### config.mk
export PLATFORM = sky130hd
export DESIGN_NAME = lcd_spi_seq
export DESIGN_NICKNAME = d
export VERILOG_FILES = /design/src/rtl/lcd_spi_seq.sv
export SDC_FILE = /design/constraint.sdc
export NUM_CORES = 1
export LEC_CHECK = 0
export CAP_MARGIN = 5
export CORE_MARGIN = 4
export CORE_UTILIZATION = 45
export CTS_BUF_LIST = sky130_fd_sc_hd__clkbuf_2
export DETAILED_ROUTE_END_ITERATION = 7
export HOLD_SLACK_MARGIN = 0.05
export PLACE_DENSITY = 0.65
export SYNTH_ARGS = -nofsm -noshare
export SYNTH_HDL_FRONTEND = slang
export SYNTH_SLANG_ARGS = --single-unit
### constraint.sdc
create_clock -name clk -period 5.5 [get_ports clk]
set_input_delay 1.375 -clock clk [delete_from_list [all_inputs] [get_ports clk]]
set_output_delay 1.375 -clock clk [all_outputs]
set_load 0.02 [all_outputs]
### src/rtl/lcd_spi_seq.sv
// rtl/lcd_spi_seq.sv - ST7789-class panel init/fill sequencer with integrated SPI mode-0 byte shifter
module lcd_spi_seq #(
   parameter int CLK_DIV   = 4,
   parameter int H_RES     = 240,
   parameter int V_RES     = 320,
   parameter int BPP_BYTES = 2,
   parameter int SLP_WAIT  = 120000
) (
   input  logic        clk,
   input  logic        reset,
   input  logic        init_req,
   input  logic        fill_req,
   input  logic [8:0]  x0,
   input  logic [8:0]  x1,
   input  logic [8:0]  y0,
   input  logic [8:0]  y1,
   input  logic [23:0] color,
   output logic        ready,
   output logic        busy,
   output logic        done,
   output logic        err,
   output logic        cs,
   output logic        scl,
   output logic        sda,
   output logic        dc
);

   localparam int DIV_W   = (CLK_DIV > 1) ? $clog2(CLK_DIV) : 1;
   localparam int GAP     = 2 * CLK_DIV;
   localparam int CNT_MAX = (SLP_WAIT > GAP) ? SLP_WAIT : GAP;
   localparam int CNT_W   = $clog2(CNT_MAX + 1);

   localparam logic [DIV_W-1:0] DIV_LAST   = DIV_W'(CLK_DIV - 1);
   localparam logic [CNT_W-1:0] GAP_LAST   = CNT_W'(GAP - 1);
   localparam logic [CNT_W-1:0] SLP_LAST   = CNT_W'(SLP_WAIT - 1);
   localparam logic [9:0]       H_LIM      = 10'(H_RES);
   localparam logic [9:0]       V_LIM      = 10'(V_RES);
   localparam logic [7:0]       COLMOD_ARG = (BPP_BYTES == 3) ? 8'h66 : 8'h55;
   localparam logic [5:0]       PIX_SH0    = 6'(8 * (3 - BPP_BYTES));
   localparam logic [2:0]       PIX_LAST   = 3'(BPP_BYTES - 1);

   typedef enum logic [3:0] {
      IDLE, SWRESET, WAIT1, SLPOUT, WAIT2, COLMOD, DISPON,
      CASET, RASET, RAMWR, PIXELS, FINISH
   } state_t;

   typedef enum logic [1:0] {PH_GAP, PH_SEND, PH_WAIT} phase_t;

   state_t             state_q, state_d;
   phase_t             ph_q, ph_d;
   logic [CNT_W-1:0]   cnt_q, cnt_d;
   logic [2:0]         idx_q, idx_d;
   logic [17:0]        pix_q, pix_d;
   logic               cs_q, cs_d;
   logic               ready_q, ready_d;
   logic               busy_q, busy_d;
   logic               done_q, done_d;
   logic               err_q, err_d;
   logic               init_q, init_d;
   logic [8:0]         x0_q, x0_d, x1_q, x1_d, y0_q, y0_d, y1_q, y1_d;
   logic [23:0]        color_q, color_d;

   logic               sh_busy_q, sh_busy_d;
   logic [6:0]         sh_rest_q, sh_rest_d;
   logic [2:0]         sh_bit_q, sh_bit_d;
   logic [DIV_W-1:0]   sh_div_q, sh_div_d;
   logic               scl_q, scl_d, sda_q, sda_d, dc_q, dc_d;

   logic               tx_start;
   logic [7:0]         cur_byte;
   logic               cur_dc;
   logic [2:0]         grp_last;
   logic [23:0]        pix_shift;
   logic [9:0]         win_w, win_h;
   logic [17:0]        win_n;
   logic               win_bad;

   // Window geometry; widths are 10 bits so the +1 of a full-width window cannot wrap.
   always_comb begin
      win_w   = {1'b0, x1} - {1'b0, x0} + 10'd1;
      win_h   = {1'b0, y1} - {1'b0, y0} + 10'd1;
      win_n   = {8'b0, win_w} * {8'b0, win_h};
      win_bad = (x1 < x0) || (y1 < y0) || ({1'b0, x1} >= H_LIM) || ({1'b0, y1} >= V_LIM);
   end

   // Byte to send for the current state and position within its group.
   always_comb begin
      pix_shift = color_q << (PIX_SH0 + {idx_q, 3'b000});
      cur_byte  = 8'h00;
      cur_dc    = 1'b1;
      grp_last  = 3'd0;
      case (state_q)
         SWRESET: begin cur_byte = 8'h01; cur_dc = 1'b0; end
         SLPOUT:  begin cur_byte = 8'h11; cur_dc = 1'b0; end
         COLMOD: begin
            grp_last = 3'd1;
            cur_byte = (idx_q == 3'd0) ? 8'h3A : COLMOD_ARG;
            cur_dc   = (idx_q != 3'd0);
         end
         DISPON:  begin cur_byte = 8'h29; cur_dc = 1'b0; end
         CASET: begin
            grp_last = 3'd4;
            case (idx_q)
               3'd0:    begin cur_byte = 8'h2A; cur_dc = 1'b0; end
               3'd1:    cur_byte = {7'b0, x0_q[8]};
               3'd2:    cur_byte = x0_q[7:0];
               3'd3:    cur_byte = {7'b0, x1_q[8]};
               default: cur_byte = x1_q[7:0];
            endcase
         end
         RASET: begin
            grp_last = 3'd4;
            case (idx_q)
               3'd0:    begin cur_byte = 8'h2B; cur_dc = 1'b0; end
               3'd1:    cur_byte = {7'b0, y0_q[8]};
               3'd2:    cur_byte = y0_q[7:0];
               3'd3:    cur_byte = {7'b0, y1_q[8]};
               default: cur_byte = y1_q[7:0];
            endcase
         end
         RAMWR:   begin cur_byte = 8'h2C; cur_dc = 1'b0; end
         PIXELS: begin
            grp_last = PIX_LAST;
            cur_byte = pix_shift[23:16];
         end
         default: ;
      endcase
   end

   // Sequencer: every command state runs GAP (cs high) -> SEND -> WAIT per byte of its group.
   always_comb begin
      state_d  = state_q;
      ph_d     = ph_q;
      cnt_d    = cnt_q;
      idx_d    = idx_q;
      pix_d    = pix_q;
      cs_d     = cs_q;
      ready_d  = ready_q;
      err_d    = 1'b0;
      init_d   = init_q;
      x0_d     = x0_q;
      x1_d     = x1_q;
      y0_d     = y0_q;
      y1_d     = y1_q;
      color_d  = color_q;
      tx_start = 1'b0;
      case (state_q)
         IDLE: begin
            if (init_req) begin
               state_d = SWRESET;
               ph_d    = PH_GAP;
               cnt_d   = '0;
               ready_d = 1'b0;
               init_d  = 1'b1;
            end else if (fill_req && ready_q) begin
               if (win_bad) begin
                  err_d = 1'b1;
               end else begin
                  x0_d    = x0;
                  x1_d    = x1;
                  y0_d    = y0;
                  y1_d    = y1;
                  color_d = color;
                  pix_d   = win_n;
                  state_d = CASET;
                  ph_d    = PH_GAP;
                  cnt_d   = '0;
                  init_d  = 1'b0;
               end
            end
         end
         WAIT1: begin
            cnt_d = cnt_q + 1'b1;
            if (cnt_q == SLP_LAST) begin
               cnt_d   = '0;
               state_d = SLPOUT;
               ph_d    = PH_GAP;
            end
         end
         WAIT2: begin
            cnt_d = cnt_q + 1'b1;
            if (cnt_q == SLP_LAST) begin
               cnt_d   = '0;
               state_d = COLMOD;
               ph_d    = PH_GAP;
            end
         end
         FINISH: begin
            state_d = IDLE;
            if (init_q) ready_d = 1'b1;
         end
         default: begin
            case (ph_q)
               PH_GAP: begin
                  cnt_d = cnt_q + 1'b1;
                  if (cnt_q == GAP_LAST) begin
                     cnt_d = '0;
                     cs_d  = 1'b0;
                     idx_d = '0;
                     ph_d  = PH_SEND;
                  end
               end
               PH_SEND: begin
                  tx_start = 1'b1;
                  ph_d     = PH_WAIT;
               end
               default: if (!sh_busy_q) begin
                  if (idx_q != grp_last) begin
                     idx_d = idx_q + 3'd1;
                     ph_d  = PH_SEND;
                  end else begin
                     idx_d = '0;
                     ph_d  = PH_GAP;
                     cs_d  = 1'b1;
                     case (state_q)
                        SWRESET: state_d = WAIT1;
                        SLPOUT:  state_d = WAIT2;
                        COLMOD:  state_d = DISPON;
                        DISPON:  state_d = FINISH;
                        CASET:   state_d = RASET;
                        RASET:   state_d = RAMWR;
                        RAMWR: begin
                           // Pixels follow RAMWR inside the same cs-low group.
                           state_d = PIXELS;
                           ph_d    = PH_SEND;
                           cs_d    = 1'b0;
                        end
                        PIXELS: begin
                           if (pix_q > 18'd1) begin
                              pix_d = pix_q - 18'd1;
                              ph_d  = PH_SEND;
                              cs_d  = 1'b0;
                           end else begin
                              state_d = FINISH;
                           end
                        end
                        default: state_d = IDLE;
                     endcase
                  end
               end
            endcase
         end
      endcase
      busy_d = (state_d != IDLE) && (state_d != FINISH);
      done_d = (state_d == FINISH);
   end

   // Mode-0 shifter: sda moves only on scl falling, so it is stable across each rising edge.
   always_comb begin
      sh_busy_d = sh_busy_q;
      sh_rest_d = sh_rest_q;
      sh_bit_d  = sh_bit_q;
      sh_div_d  = sh_div_q;
      scl_d     = scl_q;
      sda_d     = sda_q;
      dc_d      = dc_q;
      if (!sh_busy_q) begin
         if (tx_start) begin
            sh_busy_d = 1'b1;
            sh_rest_d = cur_byte[6:0];
            sh_bit_d  = 3'd7;
            sh_div_d  = '0;
            scl_d     = 1'b0;
            sda_d     = cur_byte[7];
            dc_d      = cur_dc;
         end
      end else if (sh_div_q == DIV_LAST) begin
         sh_div_d = '0;
         if (!scl_q) begin
            scl_d = 1'b1;
         end else begin
            scl_d = 1'b0;
            if (sh_bit_q == 3'd0) begin
               sh_busy_d = 1'b0;
            end else begin
               sh_bit_d  = sh_bit_q - 3'd1;
               sda_d     = sh_rest_q[6];
               sh_rest_d = {sh_rest_q[5:0], 1'b0};
            end
         end
      end else begin
         sh_div_d = sh_div_q + 1'b1;
      end
   end

   always_ff @(posedge clk or posedge reset) begin
      if (reset) begin
         state_q   <= IDLE;
         ph_q      <= PH_GAP;
         cnt_q     <= '0;
         idx_q     <= '0;
         pix_q     <= '0;
         cs_q      <= 1'b1;
         ready_q   <= 1'b0;
         busy_q    <= 1'b0;
         done_q    <= 1'b0;
         err_q     <= 1'b0;
         init_q    <= 1'b0;
         x0_q      <= '0;
         x1_q      <= '0;
         y0_q      <= '0;
         y1_q      <= '0;
         color_q   <= '0;
         sh_busy_q <= 1'b0;
         sh_rest_q <= '0;
         sh_bit_q  <= '0;
         sh_div_q  <= '0;
         scl_q     <= 1'b0;
         sda_q     <= 1'b0;
         dc_q      <= 1'b0;
      end else begin
         state_q   <= state_d;
         ph_q      <= ph_d;
         cnt_q     <= cnt_d;
         idx_q     <= idx_d;
         pix_q     <= pix_d;
         cs_q      <= cs_d;
         ready_q   <= ready_d;
         busy_q    <= busy_d;
         done_q    <= done_d;
         err_q     <= err_d;
         init_q    <= init_d;
         x0_q      <= x0_d;
         x1_q      <= x1_d;
         y0_q      <= y0_d;
         y1_q      <= y1_d;
         color_q   <= color_d;
         sh_busy_q <= sh_busy_d;
         sh_rest_q <= sh_rest_d;
         sh_bit_q  <= sh_bit_d;
         sh_div_q  <= sh_div_d;
         scl_q     <= scl_d;
         sda_q     <= sda_d;
         dc_q      <= dc_d;
      end
   end

   assign ready = ready_q;
   assign busy  = busy_q;
   assign done  = done_q;
   assign err   = err_q;
   assign cs    = cs_q;
   assign scl   = scl_q;
   assign sda   = sda_q;
   assign dc    = dc_q;

endmodule
==> metrics.txt <==
status finished with violations; failing checks setup timing; vias per cell 5.37; Max Cap Violations 0; Data arrival, critical path 7.59 ns; EDFF count, synth 0; slowest CP cell fa_1; root buffer cell clkbuf_2; worst skew pair latency 0.72 ns; post-synth cell types 73; most frequent cell after synthesis inv_1; Core Region 23600 um^2; DP HPWL 22.4 mm; Synth top area share 28.8%; hold_buf cts 0; Post-Place Worst Slack -2.74 ns; Top Metal Used met4; antenna viol nets, final 0; CTS tree done; Ys Warns 0; Final Hold Vio Count 0; Syn Nets 1457; routed wire length 29.0 mm; Rel. slew slack 27.5%; number of buffers created by CTS 17; setup ws final -1.47 ns; Setup Skew 0.0401 ns; maximum root-to-sink buffer count 2; Synth Register Bits 126; end-of-flow core utilization 59.8%; final setup vio count 12; number of I/O pins 72; Die H 163 um; FILL cells 2063; grt ovf 0; Syn Inst Count 1229; met2 WL 13.9 mm; largest net degree at the start of global routing 87; Reg area 3150 um^2; # port buffers 71; initial antenna violation count 1; num rows 56; number of H-tree levels 4; Post-synth ARST share 100%; Final Cycle Share 127%; CP max stage delay 0.54 ns; class of the most critical hold timing path reg2reg; total clock sinks 126; top post-synthesis cells by count inv_1 (133), dfrtp_1 (125), nand2_1 (123); clock slew seen by the registers of the worst setup and hold paths 0.21 ns; layout cells sized above 1 26.5%; max-slew violations 0; top area cells in the synthesized netlist dfrtp_1 (29%), fa_1 (13%), ha_1 (11%); RSZ-0062 raised after global routing true; Die ar. 26700 um^2; WL met3 1.29 mm; Worst Tran Pin Value 1.09 ns; top cell type by total area after synthesis dfrtp_1; met1 WL 13.3 mm; Detailed Route Iter0 Violations 626; worst-path fanout max 2; critical path type in2reg; area of the multi-input gates 7680 um^2; number of global-route vias before repair 9694; FMAX 143 MHz; sequential area share after synthesis 29.1%; fin nets 1687; synthesized area 10900 um^2; DR WL/cell 16.2 um; All-Layer GR Usage 22.0%; Primary FF master, synth dfrtp_1; GP Congestion 0.898; Final min period 6.97 ns; vias 9616; Layout area overhead 30.1%; Critical Path Start Type input port; First-pass DRT Iterations 5; Mean Syn Cell Area 8.83 um^2; DRC Markers 0; CP endpoint kind flop; Die Wd 163 um; required time worst endpoint 6.12 ns; Initial Utilization 46.0%; first-pass GRT wire length 47.4 mm
worst paths after layout:
path	startpoint	end	slack [ns]	depth (start not counted)
max	x0[1]	pix_q[15]	-1.47	34
min	sh_rest_q[1]	sh_rest_q[1]	0.50	2
max in group asynchronous	reset	cs	3.39	3
max reg2reg	state_q[1]	pix_q[17]	1.81	9
min reg2reg	sh_rest_q[1]	sh_rest_q[1]	0.50	2
min in group asynchronous	reset	cnt_q[4]	1.27	2
per-stage QoR:
stage / hold WS [ns] / TNS (ns) / area [um^2] / std cells
floorplan: 0.442 / -17.00 / 11100 / 1229
global placement: 0.454 / -28.67 / 13200 / 1732
detailed placement: 0.462 / -30.19 / 13200 / 1732
CTS: 0.505 / -11.50 / 13900 / 1783
global route: 0.528 / -13.75 / 14100 / 1792
finish: 0.505 / -12.22 / 14100 / 1792
sequential cells by signal (all words and copies together), names as in the netlist, 2 cells and up:
register and count:
pix_q 18, y0_q 9, ph_q 2, sh_div_q 2
sh_bit_q 3, x0_q 9, color_q 24, x1_q 9
sh_rest_q 7, state_q 4, y1_q 9, cnt_q 17
idx_q 3
per-layer routing:
| metal | vias up | global-route usage, % |
|---|---|---|
| li1 | 4652 | - |
| met1 | 4724 | 30.2 |
| met2 | 201 | 36.2 |
| met3 | 39 | 3.91 |
| met4 | 0 | 5.95 |
| met5 | - | 0 |
critical path, delay by kind of cell:
family	cells	cell delay, ns
buffers and inverters	9	0.46
AOI/OAI and AO/OA	9	1.48
xor gates and xnor gates	2	0.30
adders and majority gates	9	3.41
and+or+nand+nor	5	0.53
kinds of logic after synthesis:
| kind of cell | share of synthesized area [%] |
|---|---|
| simple gates | 17.4 |
| compound gates | 15.5 |
| buf+inv | 6.32 |
| fa+ha+maj | 23.7 |
| flops | 29.1 |
| mux | 4.84 |
| xor+xnor | 3.15 |
placed cells by master, fill, tap and decap left out, types with 12 or more instances in the layout:
| cell type | instances |
|---|---|
| xnor2_1 | 18 |
| clkbuf_2 | 17 |
| nand2b_1 | 14 |
| ha_1 | 72 |
| nor3_1 | 22 |
| o21ai_1 | 15 |
| nand2_1 | 120 |
| a22oi_1 | 14 |
| and2_1 | 13 |
| inv_2 | 22 |
| buf_4 | 176 |
| inv_1 | 106 |
| mux2_2 | 36 |
| nor2_1 | 116 |
| nor2b_1 | 18 |
| clkdlybuf4s50_1 | 44 |
| fa_1 | 63 |
| a21oi_1 | 55 |
| ha_4 | 22 |
| dfrtp_1 | 125 |
| o21ai_0 | 98 |
| nand3_1 | 22 |
| mux2i_1 | 12 |
area by class of cell:
type | count | share of cell area (%)
clock buffer | 17 | 0.603
timing repair buffer | 254 | 14.8
clock inverter | 15 | 1.29
multi-input combinational | 926 | 54.4
antenna | 1 | 0.0177
tap | 319 | 2.83
sequential | 126 | 22.3
inverter | 134 | 3.67
timing repair:
action,CTS,global route
resized for setup,139,38
endpoints found under the setup margin,13,13
buffers inserted,21,9
pin swaps,71,34
Power is not shown: default switching activity piles up to over one toggle a cycle in this logic, so the estimate is an artifact.
